### src/rtl/if_id_pipe_reg_if.sv
// Valid/ready stage bus carrying a PC and instruction word between pipeline stages.
// The producer uses the master modport and the consumer uses the slave modport.
interface if_id_pipe_reg_if #(
    parameter int PC_W   = 32,
    parameter int INST_W = 32
);
    logic              valid;
    logic              ready;
    logic [PC_W-1:0]   pc;
    logic [INST_W-1:0] inst;

    modport master (output valid, output pc, output inst, input  ready);
    modport slave  (input  valid, input  pc, input  inst, output ready);
endinterface

### src/rtl/if_id_pipe_reg.sv
// IF/ID pipeline register with a 2-entry skid buffer, so ready towards fetch is registered.
// Synchronous flush injects a NOP bubble. Define IF_ID_PERF_CNT_EN to add stall and flush counters.
module if_id_pipe_reg #(
    parameter int                PC_W     = 32,
    parameter int                INST_W   = 32,
    parameter logic [INST_W-1:0] NOP_INST = INST_W'(32'h0000_0013),
    parameter logic [PC_W-1:0]   RESET_PC = PC_W'(32'h0000_0000)
) (
    input  logic                    clk_i,
    input  logic                    rst_n_i,
    input  logic                    start_i,
    input  logic                    flush_i,
    if_id_pipe_reg_if.slave         fetch_if,
    if_id_pipe_reg_if.master        dec_if,
    output logic                    flushed_o
`ifdef IF_ID_PERF_CNT_EN
    ,
    output logic [31:0]             stall_cnt_o,
    output logic [31:0]             flush_cnt_o
`endif
);

    // State encoding is {skid_valid, main_valid}; 2'b10 is unreachable.
    typedef enum logic [1:0] {
        S_EMPTY = 2'b00,
        S_ONE   = 2'b01,
        S_FULL  = 2'b11
    } state_t;

    state_t            r_state;
    state_t            w_state_next;
    logic [PC_W-1:0]   r_main_pc;
    logic [INST_W-1:0] r_main_inst;
    logic [PC_W-1:0]   r_skid_pc;
    logic [INST_W-1:0] r_skid_inst;
    logic              r_flushed;

    logic w_main_valid;
    logic w_skid_valid;
    logic w_ready;
    logic w_accept;
    logic w_drain;
    logic w_load_main;
    logic w_load_from_skid;
    logic w_load_skid;

    assign w_main_valid = r_state[0];
    assign w_skid_valid = r_state[1];
    assign w_ready      = start_i & ~w_skid_valid;
    assign w_accept     = start_i & fetch_if.valid & w_ready;
    assign w_drain      = start_i & w_main_valid & dec_if.ready;

    always_ff @(posedge clk_i or negedge rst_n_i) begin
        if (!rst_n_i) begin
            r_state <= S_EMPTY;
        end else begin
            r_state <= w_state_next;
        end
    end

    always_comb begin
        w_state_next     = r_state;
        w_load_main      = 1'b0;
        w_load_from_skid = 1'b0;
        w_load_skid      = 1'b0;
        if (flush_i) begin
            w_state_next = S_EMPTY;
        end else begin
            case (r_state)
                S_EMPTY: begin
                    if (w_accept) begin
                        w_state_next = S_ONE;
                        w_load_main  = 1'b1;
                    end
                end
                S_ONE: begin
                    if (w_accept && w_drain) begin
                        w_load_main  = 1'b1;
                    end else if (w_accept) begin
                        w_state_next = S_FULL;
                        w_load_skid  = 1'b1;
                    end else if (w_drain) begin
                        w_state_next = S_EMPTY;
                    end
                end
                S_FULL: begin
                    if (w_drain) begin
                        w_state_next     = S_ONE;
                        w_load_from_skid = 1'b1;
                    end
                end
                default: w_state_next = S_EMPTY;
            endcase
        end
    end

    // Payload registers; main_pc is left alone on flush so pc_o keeps its last value.
    always_ff @(posedge clk_i or negedge rst_n_i) begin
        if (!rst_n_i) begin
            r_main_pc   <= RESET_PC;
            r_main_inst <= NOP_INST;
            r_skid_pc   <= '0;
            r_skid_inst <= '0;
            r_flushed   <= 1'b0;
        end else begin
            if (w_load_main) begin
                r_main_pc   <= fetch_if.pc;
                r_main_inst <= fetch_if.inst;
            end else if (w_load_from_skid) begin
                r_main_pc   <= r_skid_pc;
                r_main_inst <= r_skid_inst;
            end
            if (w_load_skid) begin
                r_skid_pc   <= fetch_if.pc;
                r_skid_inst <= fetch_if.inst;
            end
            if (flush_i) begin
                r_flushed <= 1'b1;
            end else if (start_i) begin
                r_flushed <= 1'b0;
            end
        end
    end

    assign fetch_if.ready = w_ready;
    assign dec_if.valid   = w_main_valid;
    assign dec_if.pc      = r_main_pc;
    assign dec_if.inst    = w_main_valid ? r_main_inst : NOP_INST;
    assign flushed_o      = r_flushed;

`ifdef IF_ID_PERF_CNT_EN
    logic [31:0] r_stall_cnt;
    logic [31:0] r_flush_cnt;
    logic        w_stall;

    assign w_stall = start_i & w_main_valid & ~dec_if.ready;

    always_ff @(posedge clk_i or negedge rst_n_i) begin
        if (!rst_n_i) begin
            r_stall_cnt <= '0;
            r_flush_cnt <= '0;
        end else begin
            if (w_stall && (r_stall_cnt != 32'hFFFF_FFFF)) begin
                r_stall_cnt <= r_stall_cnt + 32'd1;
            end
            if (flush_i && (r_flush_cnt != 32'hFFFF_FFFF)) begin
                r_flush_cnt <= r_flush_cnt + 32'd1;
            end
        end
    end

    assign stall_cnt_o = r_stall_cnt;
    assign flush_cnt_o = r_flush_cnt;
`endif

endmodule

### src/flat_wrapper.sv
// flat-port wrapper written by rule: the top's interface ports become plain ports
module if_id_pipe_reg_flat 
#(
    parameter int                PC_W     = 32,
    parameter int                INST_W   = 32,
    parameter logic [INST_W-1:0] NOP_INST = INST_W'(32'h0000_0013),
    parameter logic [PC_W-1:0]   RESET_PC = PC_W'(32'h0000_0000)
)
  (clk_i, rst_n_i, start_i, flush_i, flushed_o, fetch_if_valid, fetch_if_pc, fetch_if_inst, fetch_if_ready, dec_if_valid, dec_if_pc, dec_if_inst, dec_if_ready);
  if_id_pipe_reg_if #(.PC_W(PC_W), .INST_W(INST_W)) fetch_if_i ();
  if_id_pipe_reg_if #(.PC_W(PC_W), .INST_W(INST_W)) dec_if_i ();
  input  logic clk_i;
  input  logic rst_n_i;
  input  logic start_i;
  input  logic flush_i;
  output logic flushed_o;
  input wire logic [$bits(fetch_if_i.valid)-1:0] fetch_if_valid;
  input wire logic [$bits(fetch_if_i.pc)-1:0] fetch_if_pc;
  input wire logic [$bits(fetch_if_i.inst)-1:0] fetch_if_inst;
  output wire logic [$bits(fetch_if_i.ready)-1:0] fetch_if_ready;
  output wire logic [$bits(dec_if_i.valid)-1:0] dec_if_valid;
  output wire logic [$bits(dec_if_i.pc)-1:0] dec_if_pc;
  output wire logic [$bits(dec_if_i.inst)-1:0] dec_if_inst;
  input wire logic [$bits(dec_if_i.ready)-1:0] dec_if_ready;
  assign fetch_if_i.valid = fetch_if_valid;
  assign fetch_if_i.pc = fetch_if_pc;
  assign fetch_if_i.inst = fetch_if_inst;
  assign fetch_if_ready = fetch_if_i.ready;
  assign dec_if_valid = dec_if_i.valid;
  assign dec_if_pc = dec_if_i.pc;
  assign dec_if_inst = dec_if_i.inst;
  assign dec_if_i.ready = dec_if_ready;
  if_id_pipe_reg #(.PC_W(PC_W), .INST_W(INST_W), .NOP_INST(NOP_INST), .RESET_PC(RESET_PC)) u_core (.clk_i(clk_i), .rst_n_i(rst_n_i), .start_i(start_i), .flush_i(flush_i), .fetch_if(fetch_if_i), .dec_if(dec_if_i), .flushed_o(flushed_o));
endmodule
### config.mk
export PLATFORM = sky130hd
export DESIGN_NAME = if_id_pipe_reg_flat
export DESIGN_NICKNAME = d
export VERILOG_FILES = /design/src/rtl/if_id_pipe_reg_if.sv /design/src/rtl/if_id_pipe_reg.sv /design/src/flat_wrapper.sv
export SDC_FILE = /design/constraint.sdc
export NUM_CORES = 1
export LEC_CHECK = 0
export ABC_CLOCK_PERIOD_IN_PS = 3400
export BUFFER_PORTS_ARGS = -buffer_cell sky130_fd_sc_hd__buf_2
export CELL_PAD_IN_SITES_DETAIL_PLACEMENT = 2
export CELL_PAD_IN_SITES_GLOBAL_PLACEMENT = 2
export CORE_MARGIN = 2
export CORE_UTILIZATION = 39
export DETAILED_ROUTE_END_ITERATION = 8
export GPL_TIMING_DRIVEN = 0
export PLACE_DENSITY_LB_ADDON = 0.1
export RECOVER_POWER = 100
export SKIP_CTS_REPAIR_TIMING = 1
export SLEW_MARGIN = 20
export SYNTH_ARGS = -nofsm -noshare
export SYNTH_HDL_FRONTEND = slang
export SYNTH_SLANG_ARGS = --single-unit
### constraint.sdc
create_clock -name clk_i -period 3.4 [get_ports clk_i]
set_input_delay 0.17 -clock clk_i [delete_from_list [all_inputs] [get_ports clk_i]]
set_output_delay 0.17 -clock clk_i [all_outputs]
set_load 0.01 [all_outputs]
==> metrics.txt <==
Critical Path RT 3.73 ns; Die ar. 16,900 sq um; total number of yosys warnings 0; Layout area overhead 29.8%; Post-synth ARST share 1.00; R2R setup slack 0.66 ns; Final #Nets 760; Max FO, Critical Path 10; Die Height 130 microns; Crit path max-delay family buffers and inverters; vias per inst 4.91; synthesized instance count 479; post-synthesis sequential area ratio 0.531; Core ar. 15,700 sq um; post-synth cell types 36; switching power 2080 uW; GRT Util Overall 0.216; CP peak stage delay 0.52 ns; Avg Synthesized Cell Area 12.9 sq um; P per Cell Area 798 nW/um^2; Max Cap Viol 1; Vias 4,504; Static Leak 0.00346 uW; Num CTS Buffers 17; IO Pins 137; global route overflow 0; CP most frequent cell clkbuf_1; overall power 6400 uW; initial core utilization 0.395; drt wl/cell 20.4 microns; DRC errors left 0; combinational share of power 0.259; Final Setup Violations 0; outcome complete, but fails checks; CP arrival 3.07 ns; Final Cycle Share 0.806; first-pass iteration count of the detailed router 4; Tightest Pin Transition 1.66 ns; die span in x 130 microns; Mapped Area 6180 sq um; DP HPWL 11.3 mm; fraction of power consumed by sequential logic 0.425; IO buf count 135; Setup crit start u_core.r_state[0]; initial antenna violation count 1; largest net degree at the start of global routing 70; Clock Path Buffers 2; iteration-0 DRC count of the detailed router 101; EDFF count, synth 0; Setup TNS Final 0 ns; Setup WS pre-CTS 1.14 ns; crit path cell chain clkbuf_1, inv_1, ha_1, a41oi_1, nor3_2, clkbuf_1, clkbuf_1, nand2_1, o21ai_0; Net Sw Frac 0.325; start point of the worst hold path fetch_if_inst[17]; Main synth FF type dfrtp_1; Pint 4320 uW; H-tree depth 4; CP max-delay cell clkbuf_1; CTS Sinks 131; worst hold slack -0.0274 ns; failing checks hold timing, capacitance limit, slew limit; Hold Crit Class primary input to register; Clock Tree Root clkbuf_16; routability cong. 0.711; Max VDD drop 0.402 mV; post-route ant nets 0; vias in the first global route 4,998; drt total wl 18.7 mm; max-slew violations 63; Hold Fails Final Rpt 9; worst setup path class register to register; setup ws final 0.660 ns; clk_lat worst skew 0.44 ns; Syn Nets 553; Final Skew 0.0120 ns; Clock power frac 0.316; CTS clk-pin slew, worst paths 0.06 ns; relative slew slack -0.105; Placed Area 7160 sq um; flops & latches, synth 131; Worst setup EP type register; row count 46; CTS tree built; Period minus WS final 2.74 ns; reg2reg start u_core.r_state[0]; layout cells sized above 1 0.227; post-layout instance area 8020 sq um; first-pass GRT wire length 27.4 mm; Startpoint Class register; Max Clk Rate 365 MHz; RSZ-0062 raised after global routing false; Worst Path Buf+Inv 4
Yosys cell counts, types with 2 or more instances:
library cell	number	area share
buf_12	6	0.019
o21ai_0	4	0.0032
nor2_1	3	0.0018
nand2_1	65	0.039
clkbuf_2	3	0.0024
mux2_2	5	0.0091
clkbuf_1	10	0.0061
inv_1	3	0.0018
mux2i_1	64	0.10
o21ai_2	6	0.0085
buf_2	3	0.0024
nand2b_1	3	0.0030
dfstp_2	3	0.013
buf_6	8	0.015
mux2_4	60	0.15
and2_1	29	0.029
o21ai_1	54	0.044
dfrtp_1	128	0.52
ha_1	4	0.0081
buf_4	2	0.0024
layout by cell type (no fill, tap or decap), types with 17 or more instances in the layout:
cell type / netlist / routed
and2_0: 0 / 17
buf_2: 3 / 87
clkbuf_1: 10 / 62
clkbuf_16: 0 / 17
dfrtp_1: 128 / 128
dlygate4sd3_1: 0 / 52
mux2_1: 0 / 54
mux2i_1: 64 / 64
nand2_1: 65 / 65
o21ai_0: 4 / 30
o21ai_1: 54 / 32
routing by layer:
metal  vias up  GRT usage  wire (microns)
li1       2065          -               -
met1      2336      0.260            7620
met2        88      0.373           10200
met3        15     0.0640             702
met4         0     0.0677             187
met5         -          0               0
final timing paths:
kind,to,cells past startpoint
max in group asynchronous,u_core.dec_if.pc[12],3
worst max-delay path,u_core.dec_if.pc[12],9
worst min-delay path,u_core.r_main_inst[17],3
worst min register to register,u_core.flushed_o,1
min in group asynchronous,u_core.r_skid_inst[9],2
worst max register to register,u_core.dec_if.pc[12],9
area by class of cell:
class,instances,area (sq um)
well taps,216,270
fillers,1605,7640
multi-input cells,313,2360
clock buffers,20,467
clock inverters,12,178
inverters,3,11.3
repair buffers,188,1160
flip-flops and latches,131,3280
diodes,2,5.00
plain buffers,32,284
registers in the layout, summed over array words and instances, names as in the netlist:
signal	cells
u_core.dec_if.pc	32
u_core.flushed_o	1
u_core.r_state	2
u_core.r_skid_pc	32
u_core.r_main_inst	32
u_core.r_skid_inst	32
worst register-to-register path, stage by stage (launching register included):
cell and delay [ns]:
dfrtp_1 0.43, clkbuf_1 0.26, inv_1 0.17, ha_1 0.21
a41oi_1 0.07, nor3_2 0.20, clkbuf_1 0.49, clkbuf_1 0.52
nand2_1 0.17, o21ai_0 0.13
cells by family (layout without fill, tap and decap cells):
family | count (synthesis) | in the layout | share of synthesized area
adders and majority gates | 4 | 4 | 0.00810
other | 0 | 2 | 0
AOI/OAI and AO/OA | 70 | 70 | 0.0632
and+or+nand+nor | 109 | 109 | 0.0881
DFF | 131 | 131 | 0.531
muxes | 129 | 129 | 0.259
xor gates and xnor gates | 1 | 1 | 0.00142
buffers and inverters | 35 | 255 | 0.0492
power groups by stage:
stage / sequential, uW / clock (uW) / combinational [uW]
floorplan: 2670 / 0 / 1230
global placement: 2640 / 0 / 1860
global route: 2810 / 2130 / 1860
finish: 2720 / 2020 / 1660
detailed placement: 2710 / 0 / 1960
CTS: 2720 / 2050 / 2000
per-stage QoR:
| stage | hold slack (ns) | utilization | cells |
|---|---|---|---|
| floorplan | -0.126 | - | 479 |
| global placement | 0.388 | 0.455 | 830 |
| detailed placement | 0.146 | 0.457 | 831 |
| CTS | -0.322 | 0.499 | 863 |
| global route | -0.00751 | 0.512 | 916 |
| finish | -0.0274 | 0.512 | 917 |
No activity file was read; power rests on OpenSTA's default activity.
